## config.mk

```make
export PLATFORM = sky130hd
export DESIGN_NAME = axil_status_slave
export DESIGN_NICKNAME = d
export VERILOG_FILES = /design/src/rtl/axil_status_slave.sv
export SDC_FILE = /design/constraint.sdc
export NUM_CORES = 1
export LEC_CHECK = 0
export ABC_AREA = 1
export CAP_MARGIN = 0
export CORE_MARGIN = 2
export CORE_UTILIZATION = 45
export CTS_CLUSTER_DIAMETER = 40
export DETAILED_ROUTE_END_ITERATION = 12
export MAX_ROUTING_LAYER = met4
export PLACE_DENSITY = 0.65
export SLEW_MARGIN = 40
export SYNTH_ARGS = -nofsm -noshare
export SYNTH_HDL_FRONTEND = slang
export SYNTH_SLANG_ARGS = --single-unit
```

## constraint.sdc

```tcl
create_clock -name clk -period 5.6 [get_ports clk]
set_input_delay 0.56 -clock clk [delete_from_list [all_inputs] [get_ports clk]]
set_output_delay 0.56 -clock clk [all_outputs]
set_load 0.01 [all_outputs]
```

## src/rtl/axil_status_slave.sv

```systemverilog
// AXI4-Lite target for the STATUS window: CTRL/STATUS registers plus a FIFO behind DATA.
// Writes commit one edge after both AW and W are latched; reads respond one edge after AR.
module axil_status_slave #(
    parameter int                ADDR_W    = 32,
    parameter int                DATA_W    = 32,
    parameter logic [ADDR_W-1:0] BASE_ADDR = 'h0000_4000,
    parameter int                DEPTH     = 16
) (
    input  logic                clk,
    input  logic                rst,
    input  logic [ADDR_W-1:0]   s_axil_awaddr,
    input  logic                s_axil_awvalid,
    output logic                s_axil_awready,
    input  logic [DATA_W-1:0]   s_axil_wdata,
    input  logic [DATA_W/8-1:0] s_axil_wstrb,
    input  logic                s_axil_wvalid,
    output logic                s_axil_wready,
    output logic [1:0]          s_axil_bresp,
    output logic                s_axil_bvalid,
    input  logic                s_axil_bready,
    input  logic [ADDR_W-1:0]   s_axil_araddr,
    input  logic                s_axil_arvalid,
    output logic                s_axil_arready,
    output logic [DATA_W-1:0]   s_axil_rdata,
    output logic [1:0]          s_axil_rresp,
    output logic                s_axil_rvalid,
    input  logic                s_axil_rready,
    output logic                irq_not_empty
);

    localparam int PTR_W  = $clog2(DEPTH);
    localparam int CNT_W  = PTR_W + 1;
    localparam int STRB_W = DATA_W / 8;

    localparam logic [1:0]  RESP_OKAY   = 2'b00;
    localparam logic [1:0]  RESP_SLVERR = 2'b10;
    localparam logic [11:0] OFF_CTRL    = 12'h000;
    localparam logic [11:0] OFF_STATUS  = 12'h004;
    localparam logic [11:0] OFF_DATA    = 12'h008;

    logic                aw_q, w_q, ar_q;
    logic [ADDR_W-1:0]   aw_addr_q, ar_addr_q;
    logic [DATA_W-1:0]   w_data_q;
    logic [STRB_W-1:0]   w_strb_q;

    logic                en_q, ovf_q, unf_q;
    logic [DATA_W-1:0]   mem [DEPTH];
    logic [PTR_W-1:0]    wr_ptr, rd_ptr;
    logic [CNT_W-1:0]    count;

    logic                empty, full;
    logic                wr_commit, rd_commit;
    logic [DATA_W-1:0]   status_word;

    logic [1:0]          wr_resp, rd_resp;
    logic [DATA_W-1:0]   rd_data;
    logic                do_push, do_pop, set_ovf, set_unf, ctrl_we, clr_req;

    // Readies are held low while reset is asserted so nothing is accepted during it.
    assign s_axil_awready = !rst && !aw_q && !s_axil_bvalid;
    assign s_axil_wready  = !rst && !w_q && !s_axil_bvalid;
    assign s_axil_arready = !rst && !ar_q && !s_axil_rvalid;

    assign empty     = (count == '0);
    assign full      = (count == CNT_W'(DEPTH));
    assign wr_commit = aw_q && w_q && !s_axil_bvalid;
    assign rd_commit = ar_q;

    always_comb begin
        status_word             = '0;
        status_word[0]          = empty;
        status_word[1]          = full;
        status_word[2]          = ovf_q;
        status_word[3]          = unf_q;
        status_word[4 +: CNT_W] = count;
    end

    always_comb begin
        wr_resp = RESP_SLVERR;
        do_push = 1'b0;
        set_ovf = 1'b0;
        ctrl_we = 1'b0;
        clr_req = 1'b0;
        if (wr_commit && (aw_addr_q[ADDR_W-1:12] == BASE_ADDR[ADDR_W-1:12])) begin
            case (aw_addr_q[11:0])
                OFF_CTRL: begin
                    wr_resp = RESP_OKAY;
                    if (w_strb_q[0]) begin
                        ctrl_we = 1'b1;
                        clr_req = w_data_q[1];
                    end
                end
                OFF_DATA: begin
                    // Partial strobes are rejected before the full check, so they never set ovf.
                    if (en_q && (&w_strb_q)) begin
                        if (full) begin
                            set_ovf = 1'b1;
                        end else begin
                            do_push = 1'b1;
                            wr_resp = RESP_OKAY;
                        end
                    end
                end
                default: ;
            endcase
        end
    end

    always_comb begin
        rd_resp = RESP_SLVERR;
        rd_data = '0;
        do_pop  = 1'b0;
        set_unf = 1'b0;
        if (rd_commit && (ar_addr_q[ADDR_W-1:12] == BASE_ADDR[ADDR_W-1:12])) begin
            case (ar_addr_q[11:0])
                OFF_CTRL: begin
                    rd_resp = RESP_OKAY;
                    rd_data = DATA_W'(en_q);
                end
                OFF_STATUS: begin
                    rd_resp = RESP_OKAY;
                    rd_data = status_word;
                end
                OFF_DATA: begin
                    if (en_q) begin
                        if (empty) begin
                            set_unf = 1'b1;
                        end else begin
                            do_pop  = 1'b1;
                            rd_resp = RESP_OKAY;
                            rd_data = mem[rd_ptr];
                        end
                    end
                end
                default: ;
            endcase
        end
    end

    always_ff @(posedge clk) begin
        if (do_push) begin
            mem[wr_ptr] <= w_data_q;
        end
    end

    always_ff @(posedge clk) begin
        if (rst) begin
            aw_q          <= 1'b0;
            w_q           <= 1'b0;
            ar_q          <= 1'b0;
            aw_addr_q     <= '0;
            ar_addr_q     <= '0;
            w_data_q      <= '0;
            w_strb_q      <= '0;
            s_axil_bvalid <= 1'b0;
            s_axil_bresp  <= '0;
            s_axil_rvalid <= 1'b0;
            s_axil_rresp  <= '0;
            s_axil_rdata  <= '0;
            en_q          <= 1'b0;
            ovf_q         <= 1'b0;
            unf_q         <= 1'b0;
            wr_ptr        <= '0;
            rd_ptr        <= '0;
            count         <= '0;
            irq_not_empty <= 1'b0;
        end else begin
            if (s_axil_awvalid && s_axil_awready) begin
                aw_q      <= 1'b1;
                aw_addr_q <= s_axil_awaddr;
            end
            if (s_axil_wvalid && s_axil_wready) begin
                w_q      <= 1'b1;
                w_data_q <= s_axil_wdata;
                w_strb_q <= s_axil_wstrb;
            end
            if (wr_commit) begin
                aw_q          <= 1'b0;
                w_q           <= 1'b0;
                s_axil_bvalid <= 1'b1;
                s_axil_bresp  <= wr_resp;
            end else if (s_axil_bvalid && s_axil_bready) begin
                s_axil_bvalid <= 1'b0;
            end

            if (s_axil_arvalid && s_axil_arready) begin
                ar_q      <= 1'b1;
                ar_addr_q <= s_axil_araddr;
            end
            if (rd_commit) begin
                ar_q          <= 1'b0;
                s_axil_rvalid <= 1'b1;
                s_axil_rresp  <= rd_resp;
                s_axil_rdata  <= rd_data;
            end else if (s_axil_rvalid && s_axil_rready) begin
                s_axil_rvalid <= 1'b0;
            end

            if (ctrl_we) begin
                en_q <= w_data_q[0];
            end
            if (do_push) begin
                wr_ptr <= wr_ptr + PTR_W'(1);
            end
            if (do_pop) begin
                rd_ptr <= rd_ptr + PTR_W'(1);
            end
            count <= count + CNT_W'(do_push) - CNT_W'(do_pop);
            if (set_ovf) begin
                ovf_q <= 1'b1;
            end
            if (set_unf) begin
                unf_q <= 1'b1;
            end
            // A clear overrides any push, pop or sticky update committing at the same edge.
            if (clr_req) begin
                wr_ptr <= '0;
                rd_ptr <= '0;
                count  <= '0;
                ovf_q  <= 1'b0;
                unf_q  <= 1'b0;
            end
            irq_not_empty <= en_q && !empty;
        end
    end

endmodule

```

# After elaboration in Yosys (flattened, before gate mapping)
# Memories as Yosys holds them, arrays and structs flattened. A register that Yosys moved wholly into a read port is not among the register bits.
# Cells that the tools add are included.
[totals]
out_inout_bits = 42
mem_bits_ro = 0
n_memories = 1
word_cells = 107
inputBits = 107
ram_bits = 512
latchBits = 0
reg_bits = 158
[memory_table]
columns = ["name", "depth", "word_bits", "read_ports", "rd_ports_with_merged_regs", "wr", "line_no", "rtl"]
rows = [
  ["mem", 16, 32, 1, 1, 1, "47", "logic [DATA_W-1:0] mem [DEPTH];"],
]
[op_classes]
order_cmp = 0
n_mux = 43
n_bitwise = 0
shift = 0
mul = 0
n_eq_ne = 6
div_mod_pow = 0
reduce_logical = 34
add_sub_neg = 4
[op_table]
columns = ["op", "n"]
rows = [
  ["$mux W32", 3],
  ["$pmux W32 S3", 1],
  ["$eq A20 B3 Y1 const B", 2],
  ["$mux W1", 29],
  ["$eq A12 B4 Y1 const B", 2],
  ["$logic_not A12 Y1", 2],
  ["$logic_and A1 B1 Y1", 17],
  ["$eq A12 B3 Y1 const B", 1],
  ["$mux W2", 6],
  ["$add A4 B1 Y4 const B", 2],
  ["$mux W4", 2],
  ["$pmux W2 S2", 2],
  ["$reduce_or A2 Y1", 4],
  ["$logic_not A1 Y1", 7],
  ["$add A5 B1 Y5", 1],
  ["$eq A5 B5 Y1 const B", 1],
  ["$logic_not A5 Y1", 1],
  ["$sub A5 B1 Y5", 1],
  ["$reduce_and A4 Y1", 1],
  ["$reduce_bool A2 Y1", 2],
]

# Logic depth before layout (Yosys ltp)
[logic_depth]
word_depth = 7
mapped_depth = 16
depth_no_buf = 16

# Worst setup path after synthesis
# OpenSTA, ideal clock, no wires.
[synth_timing]
kind = "reg-to-reg"
from = "reg s_axil_bvalid"
to = "mem mem[0][0] (enable)"
period_less_slack_ps = 3040
setup_ps = 421
t_arrival_ps = 2619
path_stages_with_launch = 8
path_slack_ps = 2560
n_path_buf = 0
t_required_ps = 5179
cell_sequence = "dfxtp_1 nor2_2 nand2_2 nor2_1 nand3_2 nor3_4 nand2_2 nor2_1"
[synth_between]
elab_chain_len = 6
[synth_lines]
columns = ["item", "line_no", "rtl"]
rows = [
  ["from (decl)", "19", "output logic s_axil_bvalid,"],
  ["from (signal assigned)", "155", "s_axil_bvalid <= 1'b0;"],
  ["from (signal assigned)", "180", "s_axil_bvalid <= 1'b1;"],
  ["from (signal assigned)", "183", "s_axil_bvalid <= 1'b0;"],
  ["$logic_not A1 Y1", "66", "assign wr_commit = aw_q && w_q && !s_axil_bvalid;"],
  ["$logic_and A1 B1 Y1", "66", ""],
  ["$logic_and A1 B1 Y1", "84", "if (wr_commit && (aw_addr_q[ADDR_W-1:12] == BASE_ADDR[ADDR_W-1:12])) begin"],
  ["$mux W1", "84", ""],
  ["$mux W1", "141", "if (do_push) begin"],
  ["$mux W1 (not written as such)", "142", "mem[wr_ptr] <= w_data_q;"],
  ["to (decl)", "47", ""],
]
# No other way between the ends.

# Worst setup path in the final report
[layout_timing]
from = "reg w_q"
to = "reg count[4]"
[layout_between]
elab_chain_len = 6
word_cells_on_any_way = 8
classes_between = "add/sub: 2; mux: 2; reduce/logical: 4"
[layout_lines]
columns = ["item", "line_no", "rtl"]
rows = [
  ["from (decl)", "41", "logic aw_q, w_q, ar_q;"],
  ["from (signal assigned)", "149", "w_q <= 1'b0;"],
  ["from (signal assigned)", "173", "w_q <= 1'b1;"],
  ["from (signal assigned)", "179", "w_q <= 1'b0;"],
  ["$logic_and A1 B1 Y1 * (2 in series)", "66", ""],
  ["$logic_and A1 B1 Y1 *", "84", ""],
  ["$mux W1", "84", ""],
  ["$add A5 B1 Y5", "208", "count <= count + CNT_W'(do_push) - CNT_W'(do_pop);"],
  ["$sub A5 B1 Y5", "208", ""],
  ["to (signal assigned)", "208", ""],
  ["to (decl)", "49", "logic [CNT_W-1:0] count;"],
]
# Mark *: on every way between the ends. The rest lies on a longest branch, timed or not.
# A chain may end at the register's enable or synchronous reset.

==> out/results.ini <==
[die]
io_pins=149
chipHeight_um=250.3
initial_core_util_pct=45.39
die_w_um=250.3
rows=90
die_area_um2=62640
core_area_um2=60130

[sta]
fin_crit_sh_pct=56.89
slew_headroom_pct=43.42
period_needed_ns=3.186
fmaxAchievable_mhz=313.9
rsz0062_at_grt=false
setup-tns-final_ns=0
skew_ns=0.02888
finalHoldViolations=0
setup_viol_count_final=0
worstMarginPinSlew_ns=0.8487
drv_slew=0

[clock_tree]
htree_levels=3
cts_resized=0
hold_buffers=0
post_cts_buffers=0
clk_latency_ns=0.64
cts.sinks=672
cts_root_buffer=clkbuf_16
cts_tree=yes
clock_path_buffers=3
path_clk_slew_ns=0.06
numCtsBuffers=91

[synth]
synth_compound_area_share_pct=8.179
synth_area_um2=27290
synthXorXnorAreaFrac_pct=0.1605
synth_top_family_by_area=simple AND/OR/NAND/NOR gates
syn-instance-count=2588
syn_area_per_cell_um2=10.55
synth-simple-area-share_pct=16.93
synth.mux.area_fraction_pct=0
yosys_warnings=0
yosysSeqAreaShare_pct=68.07
synth_cell_type_count=34
synth-adder-area-share_pct=0.5776
ys_ff_latch=672

[placed_design]
gp_congestion=0.8649
dpl.cell_count=3406
portBuffers=146
dp_hpwl_um=39240
dpl-instance-area_um2=29510

[grt]
gr-usage-all-layers_pct=23.55
grt_pass1_wl_um=110100
grt_max_degree=155
antenna_found_initial=1
overflow=0
grt_pass1_vias=19120

[routing]
wl_per_cell_um=20.02
routed_wirelength_um=71650
num_vias=19390
vias_per_cell=5.417
first_pass_iters=5
drcViolationCount=0
ant_nets=0
drt-initial-drc-count=1848

[layout]
syn2layout_area_growth_pct=20.18
final_cell_count_no_fill=3579
nets=2838
final_area_um2=32800
drive_gt1_share_pct=8.977

[run]
maxCapViolCount=0

[critical_path]
path_max_fanout=6
cpMostUsedCell=inv_1
critPathLaunchType=register
crit_arrival_ns=3.73
cpLargestDelayFamily=simple AND/OR/NAND/NOR gates
critical_path_buf_inv_count=4
r2r_slack_ns=2.41
critPathSlowestCell=fa_1
worstSetupPathType=register to register
slowest_delay_ns=0.40
crit_chain=inv_1 > nor2_2 > nand2_2 > nor2_1 > nand3_2 > nor3_4 > inv_1 > ha_1 > inv_1 > ha_1 > inv_1 > fa_1 > or2_2 > a21oi_1 > o21ai_0 > a21oi_1
end_kind=register
required_ns=6.15

[power_and_ir_drop]
power.density_nw_per_um2=358.4
p_sw_mw=2.536
fin_total_pwr_mw=11.75
p_leak_nw=12.04
pwr-share-seq_pct=46.5
clkPwrFrac_pct=51.1
swShare_pct=21.57
power_frac_comb_pct=2.5
p_int_mw=9.219
ir_drop_mv=0.2443

[worst_hold_path]
hold_path.class=input pin to register

[run_status]
outcome=finished clean

worst paths after layout:
check | start | to | cells past startpoint
hold / removal | rst | aw_addr_q[9] | 2
setup reg to reg | w_q | count[4] | 16
setup / recovery | w_q | count[4] | 16
hold reg to reg | s_axil_rdata[23] | s_axil_rdata[23] | 2
worst reg2reg max path, stage by stage, from the launching register on:
cell and delay, ns:
dfxtp_1 0.37, inv_1 0.08, nor2_2 0.10, nand2_2 0.09
nor2_1 0.17, nand3_2 0.15, nor3_4 0.35, inv_1 0.08
ha_1 0.30, inv_1 0.06, ha_1 0.15, inv_1 0.06
fa_1 0.40, or2_2 0.32, a21oi_1 0.15, o21ai_0 0.09
a21oi_1 0.17
cells in the final DEF, fill, tap and decap left out, types with 4 or more instances in the layout:
| cell | n |
|---|---|
| xor2_1 | 4 |
| edfxtp_1 | 512 |
| inv_4 | 4 |
| buf_4 | 32 |
| clkdlybuf4s50_1 | 144 |
| nand4_1 | 13 |
| o211ai_1 | 40 |
| nand2_2 | 5 |
| o21ai_1 | 21 |
| nand3_1 | 292 |
| a21oi_1 | 155 |
| clkinv_2 | 9 |
| nor2_1 | 299 |
| nor2_4 | 20 |
| inv_1 | 221 |
| clkinv_1 | 5 |
| clkinv_4 | 6 |
| nand2_1 | 439 |
| nor3_1 | 9 |
| o21ai_0 | 210 |
| clkbuf_1 | 5 |
| ha_1 | 11 |
| bufinv_16 | 8 |
| clkbuf_16 | 97 |
| buf_16 | 5 |
| inv_6 | 18 |
| clkbuf_8 | 8 |
| dfxtp_1 | 157 |
cells in the mapped netlist (all sizes together):
cell    number  share of area [%]
o211ai      40                1.1
edfxtp     512                 56
buf         84                2.0
o21ai      231                4.2
xor2         4               0.13
nand2      445                6.2
xnor2        1              0.032
nand4       13               0.30
ha          11               0.50
conb         1              0.014
nand3      294                5.4
inv        226                3.1
a21oi      155                2.8
and3         1              0.023
clkinv       1              0.014
nand3b       2              0.055
nor3        14               0.35
fa           1              0.073
or2          2              0.046
dfxtp      160                 12
nor2       322                4.5
clkbuf      67               0.92
or3          1              0.023
flip-flops by register name, indices dropped and copies added (netlist names), named ones only:
signal / flops
count: 5
wr_ptr: 4
ovf_q: 1
ar_q: 1
rd_ptr: 4
aw_addr_q: 32
s_axil_rresp: 1
aw_q: 1
s_axil_bresp: 1
en_q: 1
w_data_q: 32
s_axil_bvalid: 1
s_axil_rvalid: 1
mem: 512
w_q: 1
irq_not_empty: 1
ar_addr_q: 32
unf_q: 1
s_axil_rdata: 32
w_strb_q: 4
power by group through the flow:
stage                     registers [mW]  logic (mW)  clock network (mW)
after floorplan                     5.54       0.146                   0
after CTS                           5.46       0.292                6.07
final                               5.46       0.292                6.00
after global routing                5.47       0.319                6.29
after global placement              5.56       0.281                   0
after detailed placement            5.56       0.290                   0
kinds of logic after synthesis:
logic type	after synthesis
and+or+nand+nor	1094
DFF	672
AOI/OAI and AO/OA	426
buffers and inverters	378
adders and majority gates	12
xor gates and xnor gates	5
other	1
per-layer routing:
metal / GRT usage [%] / vias to the layer above / wire length [um]
met3: 4.074 / 133 / 5658
met1: 31.02 / 9349 / 30720
li1: - / 9109 / -
met4: 7.442 / 0 / 1717
met5: - / - / 0
met2: 37.39 / 796 / 33550
through the flow:
stage / utilization (%) / setup WS (ns) / hold WS (ns)
2_1_floorplan: - / 2.560 / 0.4290
3_3_place_gp: 48.77 / 2.474 / 0.4384
3_5_place_dp: 49.07 / 2.431 / 0.4387
4_1_cts: 54.46 / 2.411 / 0.2427
5_1_grt: 54.54 / 2.179 / 0.2822
6_report: 54.54 / 2.414 / 0.2696
final cells by class:
type | instances | area (um2)
Timing Repair Buffer | 188 | 1917
Clock inverter | 58 | 673.1
Antenna cell | 1 | 2.502
Multi-Input combinational cell | 1539 | 7208
Tap cell | 782 | 978.4
Sequential cell | 672 | 18590
Fill cell | 5147 | 27330
Inverter | 227 | 867.1
Clock buffer | 112 | 2566
No activity file was read; power rests on OpenSTA's default activity.
